===== config.mk =====
export PLATFORM = sky130hd
export DESIGN_NAME = mem_access_ctrl
export DESIGN_NICKNAME = d
export VERILOG_FILES = /design/src/rtl/mem_access_ctrl.sv
export SDC_FILE = /design/constraint.sdc
export NUM_CORES = 1
export LEC_CHECK = 0
export ABC_AREA = 1
export ABC_CLOCK_PERIOD_IN_PS = 2700
export CAP_MARGIN = 20
export CELL_PAD_IN_SITES_DETAIL_PLACEMENT = 0
export CELL_PAD_IN_SITES_GLOBAL_PLACEMENT = 1
export CORE_MARGIN = 2
export CORE_UTILIZATION = 33
export CTS_CLUSTER_DIAMETER = 120
export DETAILED_ROUTE_END_ITERATION = 10
export PLACE_DENSITY_LB_ADDON = 0.1
export SLEW_MARGIN = 20
export SYNTH_ARGS = -nofsm -noshare
export SYNTH_HDL_FRONTEND = slang
export SYNTH_SLANG_ARGS = --single-unit

===== constraint.sdc =====
create_clock -name clk -period 2.7 [get_ports clk]
set_input_delay 0.27 -clock clk [delete_from_list [all_inputs] [get_ports clk]]
set_output_delay 0.27 -clock clk [all_outputs]
set_load 0.05 [all_outputs]

===== src/rtl/mem_access_ctrl.sv =====
// Load/store sequencer for a single-ported data memory: splits misaligned accesses
// into two word transactions, aligns store lanes, merges and extends load bytes.
module mem_access_ctrl #(
    parameter int MAX_WAIT = 255
) (
    input  logic        clk,
    input  logic        rst_n,
    input  logic        reqValid,
    output logic        reqReady,
    input  logic [31:0] reqAddr,
    input  logic [1:0]  reqOp,
    input  logic [1:0]  reqSize,
    input  logic        reqUnsigned,
    input  logic [31:0] reqWdata,
    output logic        respValid,
    output logic [31:0] respRdata,
    output logic        respErr,
    output logic        memReq,
    output logic        memWe,
    output logic [31:0] memAddr,
    output logic [31:0] memWdata,
    output logic [3:0]  memBe,
    input  logic        memAck,
    input  logic [31:0] memRdata
);

    typedef enum logic [1:0] {IDLE, ACC0, ACC1, RESP} state_t;

    localparam logic [7:0] LP_MAX_WAIT = 8'(MAX_WAIT);
    localparam logic [1:0] OP_NOP      = 2'b00;
    localparam logic [1:0] OP_LOAD     = 2'b01;
    localparam logic [1:0] OP_STORE    = 2'b10;

    state_t      r_state;
    state_t      w_nextState;
    logic [31:0] r_addr;
    logic [31:0] r_wdata;
    logic [31:0] r_buf0;
    logic [31:0] r_buf1;
    logic [1:0]  r_op;
    logic [1:0]  r_size;
    logic        r_unsigned;
    logic        r_err;
    logic [7:0]  r_waitCnt;

    logic        w_illegal;
    logic [7:0]  w_sizeMask;
    logic [7:0]  w_laneMask;
    logic        w_split;
    logic [63:0] w_wdataWide;
    logic [63:0] w_rdataWide;
    logic [31:0] w_loadData;

    assign w_illegal = (reqOp == 2'b11) || (reqSize == 2'b11);

    always_comb begin
        case (r_size)
            2'b00:   w_sizeMask = 8'h01;
            2'b01:   w_sizeMask = 8'h03;
            default: w_sizeMask = 8'h0F;
        endcase
    end

    // Lanes 7:4 of the shifted mask belong to the second word; any set bit there means a split.
    assign w_laneMask  = w_sizeMask << r_addr[1:0];
    assign w_split     = |w_laneMask[7:4];
    assign w_wdataWide = {32'd0, r_wdata} << {r_addr[1:0], 3'b000};
    assign w_rdataWide = {r_buf1, r_buf0} >> {r_addr[1:0], 3'b000};

    always_comb begin
        case (r_size)
            2'b00:   w_loadData = r_unsigned ? {24'd0, w_rdataWide[7:0]}
                                             : {{24{w_rdataWide[7]}}, w_rdataWide[7:0]};
            2'b01:   w_loadData = r_unsigned ? {16'd0, w_rdataWide[15:0]}
                                             : {{16{w_rdataWide[15]}}, w_rdataWide[15:0]};
            default: w_loadData = w_rdataWide[31:0];
        endcase
    end

    always_ff @(posedge clk or negedge rst_n) begin
        if (!rst_n) begin
            r_state    <= IDLE;
            r_addr     <= '0;
            r_wdata    <= '0;
            r_buf0     <= '0;
            r_buf1     <= '0;
            r_op       <= '0;
            r_size     <= '0;
            r_unsigned <= 1'b0;
            r_err      <= 1'b0;
            r_waitCnt  <= '0;
        end else begin
            r_state <= w_nextState;
            case (r_state)
                IDLE: begin
                    if (reqValid) begin
                        r_addr     <= reqAddr;
                        r_wdata    <= reqWdata;
                        r_op       <= reqOp;
                        r_size     <= reqSize;
                        r_unsigned <= reqUnsigned;
                        r_err      <= w_illegal;
                        r_waitCnt  <= '0;
                    end
                end
                ACC0, ACC1: begin
                    if (memAck) begin
                        if (r_state == ACC0) r_buf0 <= memRdata;
                        else                 r_buf1 <= memRdata;
                        r_waitCnt <= '0;
                    end else if (r_waitCnt == LP_MAX_WAIT) begin
                        r_err <= 1'b1;
                    end else begin
                        r_waitCnt <= r_waitCnt + 8'd1;
                    end
                end
                default: ;
            endcase
        end
    end

    always_comb begin
        w_nextState = r_state;
        reqReady    = 1'b0;
        respValid   = 1'b0;
        respRdata   = '0;
        respErr     = 1'b0;
        memReq      = 1'b0;
        memWe       = 1'b0;
        memAddr     = '0;
        memWdata    = '0;
        memBe       = '0;
        case (r_state)
            IDLE: begin
                reqReady = 1'b1;
                if (reqValid) begin
                    if (w_illegal || reqOp == OP_NOP) w_nextState = RESP;
                    else                              w_nextState = ACC0;
                end
            end
            ACC0: begin
                memReq   = 1'b1;
                memWe    = (r_op == OP_STORE);
                memAddr  = {r_addr[31:2], 2'b00};
                memBe    = w_laneMask[3:0];
                memWdata = w_wdataWide[31:0];
                if (memAck)                         w_nextState = w_split ? ACC1 : RESP;
                else if (r_waitCnt == LP_MAX_WAIT)  w_nextState = RESP;
            end
            ACC1: begin
                memReq   = 1'b1;
                memWe    = (r_op == OP_STORE);
                memAddr  = {r_addr[31:2] + 30'd1, 2'b00};
                memBe    = w_laneMask[7:4];
                memWdata = w_wdataWide[63:32];
                if (memAck || r_waitCnt == LP_MAX_WAIT) w_nextState = RESP;
            end
            RESP: begin
                respValid   = 1'b1;
                respErr     = r_err;
                respRdata   = (!r_err && r_op == OP_LOAD) ? w_loadData : 32'd0;
                w_nextState = IDLE;
            end
            default: w_nextState = IDLE;
        endcase
    end

endmodule


== Yosys cells after proc, flatten, opt, wreduce, memory -nomap -nowiden ==
Index checks and enable logic that the tools add are counted.

* Add/subtract/negate cells: 2
* Equality and inequality tests: 15
* Shift-type cells: 3
* Multiplexer cells: 29
* Bitwise gates (word level): 1
* Reduce and logical (&&, ||, !) cells: 17

{| class="wikitable"
|+ Operators by type and width
! cell !! number
|-
| 32-bit one-hot mux with 2 select lines || 3
|-
| 32-bit two-way mux || 4
|-
| 32-bit by 5-bit << shifter with 64-bit output || 1
|-
| 64-bit by 5-bit right shift with 32-bit output || 1
|-
| 30-bit by 1-bit adder with 30-bit output, second input constant || 1
|-
| 8-bit two-way mux || 3
|-
| 4-bit one-hot mux with 2 select lines || 2
|-
| 8-bit one-hot mux with 2 select lines || 1
|-
| 3-bit AND reduction || 4
|-
| 2-bit == test, second input constant || 5
|-
| 2-bit two-way mux || 5
|-
| 1-bit two-way mux || 9
|-
| 8-bit by 1-bit adder with 8-bit output, second input constant || 1
|-
| 8-bit == test, second input constant || 1
|-
| 2-bit one-hot mux with 4 select lines || 1
|-
| 8-bit by 2-bit << shifter with 8-bit output || 1
|-
| 2-bit by 1-bit == test with 1-bit output, second input constant || 3
|-
| 2-bit zero test || 3
|-
| 2-bit != test, second input constant || 3
|-
| 4-bit AND reduction || 1
|-
| 4-bit OR reduction || 1
|-
| 1-bit logical OR || 3
|-
| 3-bit by 2-bit != test with 1-bit output, second input constant || 1
|-
| 3-bit != test, second input constant || 1
|-
| other kinds (8) || 8
|}

* Register bits: 144
* Input port bits: 105
* Output and inout port bits: 105
* Logic and storage cells: 77

== Depth between registers and ports, before layout ==
* Depth in word-level cells: 7
* Mapped depth: 10

== Worst setup path before layout ==
Ideal clock, no wire load.

* Kind: flip-flop to output port
* From: reg r_state[0]
* To: out memWdata[1]
* Data arrival time: 2.931 ns
* Required time: 2.430 ns
* Setup slack: -0.501 ns
* Stages on the path, launching flop included: 7
* Buffers on the path: 2
* Cell sequence: dfrtp_1 inv_1 ha_1 buf_2 nand2_1 clkbuf_1 o32ai_1

* Longest elaborated chain between the ends: 2
* Elaborated cells between the ends (all ways): 3
* Those cells by class: eq/ne: 2; mux: 1

{| class="wikitable"
|+ RTL lines
! element !! line !! source
|-
| start, declared || 34 || <nowiki>state_t r_state;</nowiki>
|-
| start signal, assigned || 93 || <nowiki>r_state <= w_nextState;</nowiki>
|-
| 2-bit == test / 2-bit by 1-bit == test with 1-bit output (equally long branches) || 133 || <nowiki>case (r_state)</nowiki>
|-
| 32-bit one-hot mux with 2 select lines (*) || 133 ||
|-
| end, declared || 21 || <nowiki>output logic [31:0] memWdata,</nowiki>
|}

Mark *: on every way between the ends. The rest lies on a longest branch, timed or not.

== Worst setup path after layout ==
* From: reg r_state[0]
* To: out respRdata[3]

* Longest elaborated chain between the ends: 2

{| class="wikitable"
|+ RTL lines
! element !! line !! source
|-
| 2-bit == test || 133 ||
|-
| 32-bit two-way mux || 133 ||
|-
| end, declared || 16 || <nowiki>output logic [31:0] respRdata,</nowiki>
|}

No other way between the ends.

==> flow_summary.toml <==
[power]
power.density_mw_per_mm2 = 1335
leakagePower_uw = 0.005862
vdd_drop_max_mv = 0.9896

[drt]
drc = 0
vias = 8901
drt_wl_total_mm = 31.83
via_per_inst = 4.987
final_antenna_net_count = 0
drtIter0Drc = 605
drt-pass1-iter-count = 5
wl_per_cell_um = 17.83

[timing]
tightestPinTransition_ns = 0.7578
min_period_over_period = 0.9722
maxSlewViolCount = 0
hold_viol_final = 0
setup_viol = 0
max_freq_mhz = 381.0
relSlewSlack = 0.4948
clock_skew_ns = 0.01009
rsz0062_at_grt = "false"
fin_crit_ns = 2.625

[placed_design]
gp_congestion = 0.8565
port_buffers = 207
dp_cells = 1749
hpwl_mm = 22.87

[synthesis]
synth_edf_count = 0
synth_top_cell_by_area = "dfrtp_1"
synth_top_area_frac = 0.3892
syn_inst = 1238
ys_ff_latch = 136
syn_area_mm2 = 0.008745
synth_area_leaders = "dfrtp_1, nand2_1, o21ai_0"
synth_ff_type = "dfrtp_1"
seq_area_frac_synth = 0.3892
synth.distinct_cells = 44
ys_warn_count = 0
async_reset_ff_frac = 1.000
avgSynthCellArea_um2 = 7.064

[run]
cap_violations = 0

[global_routing]
antenna_found_initial = 1
grtUsageTotal = 0.2304
gr-total-overflow = 0
grt_max_degree = 75
grt_pass1_wl_mm = 50.45
grt_pass1_vias = 8884

[critical_path]
critical_path_arrival_ns = 2.35
cp_max_fo = 7
cp-end-kind = "output pin"
path_class = "flip-flop to output pin"
critPathLaunchType = "flip-flop"
required_ns = 2.43
slowest_stage = "dfrtp_2"
crit_chain = "ha_1 > nand4_1 > inv_2 > buf_4 > nand2_1 > a31oi_2 > buf_12"
critPathTopFamily = "buffers and inverters"
slowest_delay_ns = 0.42
worst-path-buf-inv = 3

[cts]
numCtsBuffers = 17
path_clk_slew_ns = 0.07
clk_path_buf_depth = 2
htreeDepth = 4
clock_tree.root_cell = "clkbuf_16"
cts.sinks = 136
clk_latency_ns = 0.43
tritoncts = "yes"

[die]
core_area_mm2 = 0.02606
die_y_um = 166.8
dieArea_mm2 = 0.02782
dieWidth_um = 166.8
num_rows = 59
start_util = 0.3356
io_pins = 210

[layout]
drive_gt1_frac = 0.2043
final_cells = 1785
nNetsFinal = 1547
syn_to_final_growth_pct = 50.45
fin_util = 0.5049

[worst_hold_path]
hold_class = "input pin to flip-flop"

[status]
status = "finished clean"
[what timing repair did]
item / in CTS / in global routing
buffers inserted: 0 / 1
pin swaps: 0 / 0
hold buffers: 1 / 0
setup endpoints to repair: 21 / 58
resized for setup: 7 / 35
gates cloned: 0 / 1
hold endpoints to repair: 68 / 0
[cells by family (layout without fill, tap and decap cells)]
kind of cell	Yosys count	after routing	synth area share
adders and majority gates	6	6	0.008585
other	1	3	0.0004288
DFF	136	136	0.3892
buffers and inverters	199	409	0.09658
muxes	45	45	0.05723
xor gates and xnor gates	3	3	0.003005
AOI/OAI and AO/OA	267	267	0.1644
and+or+nand+nor	581	581	0.2806
[synthesized netlist by cell type, types with 2 or more instances]
| master | number |
|---|---|
| a21oi_1 | 91 |
| a22oi_1 | 7 |
| a31oi_1 | 17 |
| a32oi_1 | 4 |
| buf_1 | 3 |
| buf_2 | 24 |
| buf_4 | 8 |
| clkbuf_1 | 28 |
| dfrtp_1 | 136 |
| ha_1 | 6 |
| inv_1 | 129 |
| inv_2 | 3 |
| mux2_2 | 40 |
| mux2i_1 | 5 |
| nand2_1 | 345 |
| nand2_2 | 4 |
| nand3_1 | 54 |
| nand3_2 | 2 |
| nand3_4 | 2 |
| nand4_1 | 9 |
| nor2_1 | 132 |
| nor2_2 | 4 |
| nor2_4 | 11 |
| nor3_1 | 9 |
| o21ai_0 | 120 |
| o21ai_1 | 12 |
| o22ai_1 | 7 |
| o32ai_1 | 4 |
| or2_1 | 2 |
| or2_2 | 4 |
| xor2_1 | 3 |
[sequential cells by signal (all words and copies together) (netlist names)]
register / cells
r_buf1: 24
r_wdata: 32
r_unsigned: 1
r_addr: 32
r_state: 2
r_buf0: 32
r_size: 2
r_op: 2
r_err: 1
r_waitCnt: 8
[metrics by stage]
step | setup TNS (ns) | power (µW) | setup slack (ns) | hold WS (ns) | instance area (µm²)
after CTS | -0.07125 | 17400 | -0.02846 | 0.3878 | 12980
after floorplan | -0.6000 | 10280 | -0.1423 | -0.02559 | 8920
final | 0 | 17560 | 0.07503 | 0.3995 | 13160
after global routing | 0 | 18750 | 0.007820 | 0.4103 | 13150
after detailed placement | 0 | 14820 | 0.3445 | 0.3543 | 12340
after global placement | 0 | 14780 | 0.4517 | 0.3512 | 12340
[where the power goes]
group | switching [µW] | internal [µW]
Sequential | 890 | 2970
Combinational | 6830 | 4400
Clock | 1010 | 1460
Total | 8730 | 8830
[metal layers]
layer,vias up,share of wire,routed length [µm],track usage
li1,4406,-,-,-
met1,4189,0.47,14830,0.3233
met2,272,0.46,14650,0.3640
met3,32,0.059,1876,0.04682
met4,2,0.015,470,0.05847
met5,-,0.00035,11,0
[placed cells by master (no fill, tap or decap), types with 3 or more instances in the layout]
cell type and count:
nand3_2 3, a32oi_1 4, nand3_1 52, or2_2 4, nor2_2 6, clkdlybuf4s50_1 106
inv_2 5, ha_1 4, buf_12 99, buf_4 32, nor2_4 15, o22ai_1 3
a21oi_1 79, nor2_1 126, dfrtp_1 134, o22ai_2 4, o21ai_1 12, inv_1 126
bufinv_16 3, nor3_1 8, nand4_1 9, nand3_4 3, inv_6 3, nand2_1 343
nand2_2 4, a22oi_1 6, xor2_1 3, a31oi_2 10, a31oi_1 7, clkinvlp_4 5
o32ai_4 3, a21oi_2 12, clkbuf_16 18, o21ai_0 115, mux2_2 40, mux2i_1 5
o21ai_2 6, clkinv_2 3
[worst paths after layout]
kind                                         from                        to  slack [ns]  cells past startpoint
max reg2reg                r_state[1]$_DFFE_PN0P_  r_waitCnt[7]$_DFFE_PN0P_        0.54                      7
min reg2reg                 r_buf0[7]$_DFFE_PN0P_     r_buf0[7]$_DFFE_PN0P_        0.48                      2
max in group asynchronous                   rst_n    r_wdata[0]$_DFFE_PN0P_        1.56                      3
min                                   memRdata[5]     r_buf0[5]$_DFFE_PN0P_        0.40                      3
min in group asynchronous                   rst_n  r_waitCnt[6]$_DFFE_PN0P_        0.42                      2
max                        r_state[0]$_DFFE_PN0P_              respRdata[3]        0.08                      7
[tightest hold or removal path, stage by stage]
cell and delay (ns):
clkdlybuf4s50_1 0.39, inv_1 0.07, o21ai_1 0.07
[layout make-up]
class / count / area [µm²]
antenna: 1 / 2.502
clock buffer: 18 / 429.2
clock inverter: 14 / 173.9
fill: 2520 / 12900
inverter: 134 / 515.5
multi-input combinational: 904 / 4827
sequential: 136 / 3406
tap: 335 / 419.2
timing repair buffer: 243 / 3383
Power figures use the tool's default switching activity.
